===== config.mk =====
export PLATFORM = sky130hd
export DESIGN_NAME = vga_timing_gen_flat
export DESIGN_NICKNAME = d
export VERILOG_FILES = /design/src/rtl/vga_pkg.sv /design/src/rtl/vga_timing_gen_if.sv /design/src/rtl/vga_timing_gen_sync_counter.sv /design/src/rtl/vga_timing_gen.sv /design/src/flat_wrapper.sv
export SDC_FILE = /design/constraint.sdc
export NUM_CORES = 1
export LEC_CHECK = 0
export ABC_AREA = 0
export BUFFER_PORTS_ARGS = -buffer_cell sky130_fd_sc_hd__buf_2
export CAP_MARGIN = 20
export CORE_ASPECT_RATIO = 0.8
export CORE_MARGIN = 2
export CORE_UTILIZATION = 57
export DETAILED_ROUTE_END_ITERATION = 8
export HOLD_SLACK_MARGIN = 0.05
export PLACE_DENSITY = 0.85
export SYNTH_ARGS = -nofsm -noshare
export SYNTH_HDL_FRONTEND = slang
export SYNTH_HIERARCHICAL = 1
export SYNTH_SLANG_ARGS = --single-unit

===== constraint.sdc =====
create_clock -name clk -period 3.9 [get_ports clk]
set_input_delay 0.195 -clock clk [delete_from_list [all_inputs] [get_ports clk]]
set_output_delay 0.195 -clock clk [all_outputs]
set_load 0.03 [all_outputs]

===== src/rtl/vga_pkg.sv =====
// Shared types and default 800x480 timing for the VGA timing generator.
package vga_pkg;

    typedef enum logic {
        WAIT_SYNC = 1'b0,
        RUN       = 1'b1
    } state_e;

    typedef struct packed {
        logic [7:0] r;
        logic [7:0] g;
        logic [7:0] b;
    } rgb_t;

    localparam int DEF_HDISP  = 800;
    localparam int DEF_VDISP  = 480;
    localparam int DEF_HFP    = 40;
    localparam int DEF_HPULSE = 48;
    localparam int DEF_HBP    = 40;
    localparam int DEF_VFP    = 13;
    localparam int DEF_VPULSE = 3;
    localparam int DEF_VBP    = 29;

    localparam logic [15:0] UFLOW_MAX = 16'hFFFF;

endpackage


===== src/rtl/vga_timing_gen_if.sv =====
// Pixel FIFO read side plus video outputs of the timing generator.
interface vga_timing_gen_if;
    import vga_pkg::*;

    rgb_t        fifo_rdata;
    logic        fifo_empty;
    logic        fifo_rd;
    logic        vga_hs;
    logic        vga_vs;
    logic        vga_blank;
    rgb_t        vga_rgb;
    logic        frame_start;
    logic [15:0] underflow_cnt;

    modport master (
        input  fifo_rdata, fifo_empty,
        output fifo_rd, vga_hs, vga_vs, vga_blank, vga_rgb, frame_start, underflow_cnt
    );

    modport slave (
        output fifo_rdata, fifo_empty,
        input  fifo_rd, vga_hs, vga_vs, vga_blank, vga_rgb, frame_start, underflow_cnt
    );

endinterface


===== src/rtl/vga_timing_gen_sync_counter.sv =====
// Wrapping pixel (x) / line (y) counter pair; x wraps at HTOTAL, y steps on each x wrap.
// Latency: outputs are the registered counter values; line_wrap is combinational from x.
// Backpressure: none, free-running every clock.
module sync_counter #(
    parameter int HTOTAL = 7,
    parameter int VTOTAL = 5,
    parameter int XW     = 3,
    parameter int YW     = 3
) (
    input  logic          clk,
    input  logic          nrst,
    output logic [XW-1:0] x,
    output logic [YW-1:0] y,
    output logic          line_wrap
);

    localparam logic [XW-1:0] X_LAST = XW'(HTOTAL - 1);
    localparam logic [YW-1:0] Y_LAST = YW'(VTOTAL - 1);

    logic [XW-1:0] x_q, x_d;
    logic [YW-1:0] y_q, y_d;

    always_comb begin
        line_wrap = (x_q == X_LAST);
        x_d       = line_wrap ? '0 : x_q + 1'b1;
        y_d       = y_q;
        if (line_wrap) begin
            y_d = (y_q == Y_LAST) ? '0 : y_q + 1'b1;
        end
    end

    always_ff @(posedge clk or negedge nrst) begin
        if (!nrst) begin
            x_q <= '0;
            y_q <= '0;
        end else begin
            x_q <= x_d;
            y_q <= y_d;
        end
    end

    assign x = x_q;
    assign y = y_q;

endmodule


===== src/rtl/vga_timing_gen.sv =====
// VGA timing generator: sync/blank decode and pixel FIFO drain, locked to frame start.
// Latency: hs/vs/blank/rgb 1 clk after counters; fifo_rd and frame_start combinational.
// Backpressure: none upstream; an empty FIFO in the active region shows black and counts an underflow.
module vga_timing_gen
    import vga_pkg::*;
#(
    parameter int HDISP  = DEF_HDISP,
    parameter int VDISP  = DEF_VDISP,
    parameter int HFP    = DEF_HFP,
    parameter int HPULSE = DEF_HPULSE,
    parameter int HBP    = DEF_HBP,
    parameter int VFP    = DEF_VFP,
    parameter int VPULSE = DEF_VPULSE,
    parameter int VBP    = DEF_VBP
) (
    input  logic      clk,
    input  logic      nrst,
    vga_timing_gen_if.master vif
);

    localparam int HBLANK = HFP + HPULSE + HBP;
    localparam int HTOTAL = HBLANK + HDISP;
    localparam int VBLANK = VFP + VPULSE + VBP;
    localparam int VTOTAL = VBLANK + VDISP;
    localparam int XW     = $clog2(HTOTAL);
    localparam int YW     = $clog2(VTOTAL);

    localparam logic [XW-1:0] HS_START = XW'(HFP);
    localparam logic [XW-1:0] HS_END   = XW'(HFP + HPULSE);
    localparam logic [XW-1:0] H_ACT    = XW'(HBLANK);
    localparam logic [YW-1:0] VS_START = YW'(VFP);
    localparam logic [YW-1:0] VS_END   = YW'(VFP + VPULSE);
    localparam logic [YW-1:0] V_ACT    = YW'(VBLANK);

    logic [XW-1:0] x;
    logic [YW-1:0] y;
    logic          line_wrap_unused;
    logic          active;
    logic          frame_start;
    logic          fifo_rd;

    state_e        state_q, state_d;
    logic          hs_q, hs_d;
    logic          vs_q, vs_d;
    logic          blank_q, blank_d;
    rgb_t          rgb_q, rgb_d;
    logic [15:0]   ucnt_q, ucnt_d;

    sync_counter #(
        .HTOTAL (HTOTAL),
        .VTOTAL (VTOTAL),
        .XW     (XW),
        .YW     (YW)
    ) u_sync_counter (
        .clk       (clk),
        .nrst      (nrst),
        .x         (x),
        .y         (y),
        .line_wrap (line_wrap_unused)
    );

    // Timing decode is state-independent so sync stays stable while waiting for data.
    always_comb begin
        active      = (x >= H_ACT) && (y >= V_ACT);
        frame_start = (x == '0) && (y == '0);
        hs_d        = !((x >= HS_START) && (x < HS_END));
        vs_d        = !((y >= VS_START) && (y < VS_END));
        blank_d     = active;
    end

    always_ff @(posedge clk or negedge nrst) begin
        if (!nrst) begin
            state_q <= WAIT_SYNC;
        end else begin
            state_q <= state_d;
        end
    end

    // Only lock on at a frame boundary so the first popped word lands on pixel (0,0).
    always_comb begin
        state_d = state_q;
        if ((state_q == WAIT_SYNC) && frame_start && !vif.fifo_empty) begin
            state_d = RUN;
        end
    end

    always_comb begin
        fifo_rd = (state_q == RUN) && active && !vif.fifo_empty;
        rgb_d   = fifo_rd ? vif.fifo_rdata : '0;
        ucnt_d  = ucnt_q;
        if ((state_q == RUN) && active && vif.fifo_empty && (ucnt_q != UFLOW_MAX)) begin
            ucnt_d = ucnt_q + 16'd1;
        end
    end

    always_ff @(posedge clk or negedge nrst) begin
        if (!nrst) begin
            hs_q    <= 1'b1;
            vs_q    <= 1'b1;
            blank_q <= 1'b0;
            rgb_q   <= '0;
            ucnt_q  <= '0;
        end else begin
            hs_q    <= hs_d;
            vs_q    <= vs_d;
            blank_q <= blank_d;
            rgb_q   <= rgb_d;
            ucnt_q  <= ucnt_d;
        end
    end

    assign vif.fifo_rd       = fifo_rd;
    assign vif.frame_start   = frame_start;
    assign vif.vga_hs        = hs_q;
    assign vif.vga_vs        = vs_q;
    assign vif.vga_blank     = blank_q;
    assign vif.vga_rgb       = rgb_q;
    assign vif.underflow_cnt = ucnt_q;

endmodule


===== src/flat_wrapper.sv =====
// flat-port wrapper written by rule: the top's interface ports become plain ports
module vga_timing_gen_flat import vga_pkg::*;
#(
    parameter int HDISP  = DEF_HDISP,
    parameter int VDISP  = DEF_VDISP,
    parameter int HFP    = DEF_HFP,
    parameter int HPULSE = DEF_HPULSE,
    parameter int HBP    = DEF_HBP,
    parameter int VFP    = DEF_VFP,
    parameter int VPULSE = DEF_VPULSE,
    parameter int VBP    = DEF_VBP
)
  (clk, nrst, vif_fifo_rdata, vif_fifo_empty, vif_fifo_rd, vif_vga_hs, vif_vga_vs, vif_vga_blank, vif_vga_rgb, vif_frame_start, vif_underflow_cnt);
  vga_timing_gen_if vif_i ();
  input  logic clk;
  input  logic nrst;
  input wire logic [$bits(vif_i.fifo_rdata)-1:0] vif_fifo_rdata;
  input wire logic [$bits(vif_i.fifo_empty)-1:0] vif_fifo_empty;
  output wire logic [$bits(vif_i.fifo_rd)-1:0] vif_fifo_rd;
  output wire logic [$bits(vif_i.vga_hs)-1:0] vif_vga_hs;
  output wire logic [$bits(vif_i.vga_vs)-1:0] vif_vga_vs;
  output wire logic [$bits(vif_i.vga_blank)-1:0] vif_vga_blank;
  output wire logic [$bits(vif_i.vga_rgb)-1:0] vif_vga_rgb;
  output wire logic [$bits(vif_i.frame_start)-1:0] vif_frame_start;
  output wire logic [$bits(vif_i.underflow_cnt)-1:0] vif_underflow_cnt;
  assign vif_i.fifo_rdata = vif_fifo_rdata;
  assign vif_i.fifo_empty = vif_fifo_empty;
  assign vif_fifo_rd = vif_i.fifo_rd;
  assign vif_vga_hs = vif_i.vga_hs;
  assign vif_vga_vs = vif_i.vga_vs;
  assign vif_vga_blank = vif_i.vga_blank;
  assign vif_vga_rgb = vif_i.vga_rgb;
  assign vif_frame_start = vif_i.frame_start;
  assign vif_underflow_cnt = vif_i.underflow_cnt;
  vga_timing_gen #(.HDISP(HDISP), .VDISP(VDISP), .HFP(HFP), .HPULSE(HPULSE), .HBP(HBP), .VFP(VFP), .VPULSE(VPULSE), .VBP(VBP)) u_core (.clk(clk), .nrst(nrst), .vif(vif_i));
endmodule

==> reports/metrics.csv <==
metric,value,unit
finalWeightedCongestion,0.888,
holdCritStartpoint,vif_fifo_rdata[12],
synth_top_cell_by_area,dfrtp_1,
postRouteAntennaNets,0,
end_kind,output pin,
crit_type,reg2out,
powerDensity,351,nW/µm²
cts_buffers,9,
cp.arrival,2300,ps
first_pass_iters,4,
synthesis.nets,285,
antenna_found_initial,0,
holdPathStages,2,
worst_pin_slew,613,ps
diodes,0,
tns,0,ps
via_count,2161,
nNetsFinal,367,
slowest_delay,560,ps
viasPerCell,5.36,
cts_htree_levels,3,
cts_sinks,64,
multi_input_comb_area,1170,µm²
reg2reg_slack,1710,ps
start_util,0.582,
crit_start,u_core/u_sync_counter/y[8]$_DFFE_PN0N_,
fillers,368,
syn2layout_area_growth,21.9,%
path_cells,or4_4 > a211o_1 > and2_4 > and3_4 > buf_2,
hp-class,in2reg,
clock_latency,340,ps
crit_path_end,vif_fifo_rd,
synth.distinct_cells,42,
synth_ff_type,dfrtp_1,
ys_ff_latch,64,
synth.most_common_cell,dfrtp_1,
p_leak,1.91,nW
setup_viol,0,
power.switching,262,µW
die_width,83.5,µm
path_depth,5,
pwr-share-clk,0.435,
die-area,5640,µm²
port_buffers,71,
power_frac_comb,0.025,
die_h,67.6,µm
drc_errors,0,
drive_gt1_frac,0.349,
cp_num_buf_inv,1,
slew_headroom,0.591,
post-dp-hpwl,3930,µm
p_total,1.23,mW
grt.total_usage,0.209,
slowest_stage,or4_4,
intPower,970,µW
seq_area_frac_synth,0.557,
required,3700,ps
core-area,4950,µm²
async_reset_ff_frac,1.00,
critPathMaxFanout,25,
cts_tree,done,
p_seq_frac,0.540,
peakVddDrop,0.264,mV
post-cts-setup-buffers,0,
fin_skew,7.74,ps
syn_inst,254,
rsz0062_at_grt,no,
yosysWarnings,6,
cpLargestDelayFamily,simple AND/OR/NAND/NOR gates,
cts_hold_buf,5,
yosys-top-cells-area,"dfrtp_1 54%, and2_4 6.1%, xor2_1 4.6%",
grt_pass1_wl,9010,µm
period_minus_slack,2500,ps
synth_area,2880,µm²
regArea,1600,µm²
grt.overflow.total,0,
synth_common_cells,"62 x dfrtp_1, 20 x and2_4, 15 x xor2_1",
synth_top_cell_area_share,0.539,
clk_pin_slew,70,ps
slew_viol_final,0,
hold_viol,0,
post-route-period-util,0.640,
routed_wirelength,5620,µm
cts-root-buf,clkbuf_8,
syn-mean-instance-area,11.3,µm²
switching_share,0.213,
outcome,"finished, final reports clean",
rr_endpoint,u_core/vif.underflow_cnt[1]$_DFFE_PN0P_,
start_kind,register,
io_pins,72,
postCtsResizedCells,0,
rr_worst_depth,4,
drt_iter0_drc,126,
fmax,400,MHz
cts_buffer_depth,2,
synth_edf_count,0,
grt_pass1_vias,1892,
r2r_start,u_core/u_sync_counter/y[8]$_DFFE_PN0N_,
rows,23,
route.detailed.wl_per_inst,13.9,µm
grt_max_degree,38,
drv_cap,0,
==> cell usage in the layout, fill, tap and decap left out, drive strengths merged, types with 5 or more instances in the layout <==
cell type    synthesis  layout
nand3               12      12
dfrtp               62      62
buf                  7      72
inv                 12      12
dlygate4sd3          0       6
xor2                15      15
and2                28      28
nor3                14      14
nor2                13      13
a21o                 5       5
clkbuf               0      10
and3                 5       5
nand2               14      14
nand4               14      14
o21ai                9       9
xnor2                8       8
==> final cells by class <==
| type | instances | share of cell area |
|---|---|---|
| repair buffers | 78 | 0.120 |
| well taps | 62 | 0.0221 |
| clock buffers | 10 | 0.0364 |
| multi-input cells | 171 | 0.334 |
| clock inverters | 6 | 0.0171 |
| inverters | 12 | 0.0128 |
| flip-flops and latches | 64 | 0.457 |
==> power by group through the flow <==
stage / combinational [mW] / sequential [mW] / clock (mW)
final: 0.0309 / 0.665 / 0.536
after global placement: 0.0267 / 0.677 / 0
after CTS: 0.0315 / 0.665 / 0.552
after floorplan: 0.000935 / 0.677 / 0
after global routing: 0.0356 / 0.664 / 0.584
after detailed placement: 0.0276 / 0.677 / 0
==> registers in the layout, indices dropped and copies added, names as in the netlist <==
| signal | flops |
|---|---|
| u_core/vif.vga_rgb | 24 |
| u_core/u_sync_counter/y | 10 |
| u_core/vif.vga_blank | 1 |
| u_core/vif.vga_hs | 1 |
| u_core/vif.vga_vs | 1 |
| u_core/vif.underflow_cnt | 16 |
| u_core/u_sync_counter/x | 10 |
| u_core/state_q | 1 |
==> metrics by stage <==
step | worst slack (ps) | hold WS (ps) | area [µm²] | cells | util
after CTS | 1390 | 50.3 | 3500 | 402 | 0.707
after global routing | 1300 | 51.7 | 3510 | 403 | 0.709
final | 1400 | 66.7 | 3510 | 403 | 0.709
after floorplan | 1820 | -101 | 2880 | 254 | -
after global placement | 1750 | 245 | 3260 | 381 | 0.659
after detailed placement | 1740 | 249 | 3260 | 381 | 0.659
==> worst min path at each step <==
stage | endpoint | slack [ps]
2_1_floorplan | u_core/state_q$_DFFE_PN0P_ | -100
3_3_place_gp | u_core/u_sync_counter/x[9]$_DFF_PN0_ | 240
3_5_place_dp | u_core/u_sync_counter/x[8]$_DFF_PN0_ | 250
4_1_cts | u_core/vif.vga_rgb[9]$_DFF_PN0_ | 50
5_1_grt | u_core/vif.vga_rgb[14]$_DFF_PN0_ | 50
6_report | u_core/vif.vga_rgb[12]$_DFF_PN0_ | 70
==> worst reg2reg max path, delay by kind of cell (launching register included) <==
family	cells	cell delay [ps]
compound gates	1	320
simple gates	2	930
mux	1	390
flops	1	440
==> metal layers <==
layer	vias up	share of wire	global-route usage
met5	-	0	0
met4	0	0.0071	0.0464
met3	4	0.063	0.0978
met2	63	0.49	0.330
met1	1047	0.44	0.268
li1	1047	-	-
==> cells by family (layout without fill, tap and decap cells) <==
logic type      after synthesis  in the layout  share of synthesized area
simple gates                118            118                      0.258
fa+ha+maj                     4              4                     0.0174
mux                           3              3                     0.0113
flops                        64             64                      0.557
xor+xnor                     23             23                     0.0699
compound gates               23             23                     0.0513
buf+inv                      19            106                     0.0356
No activity file was read; power rests on OpenSTA's default activity.
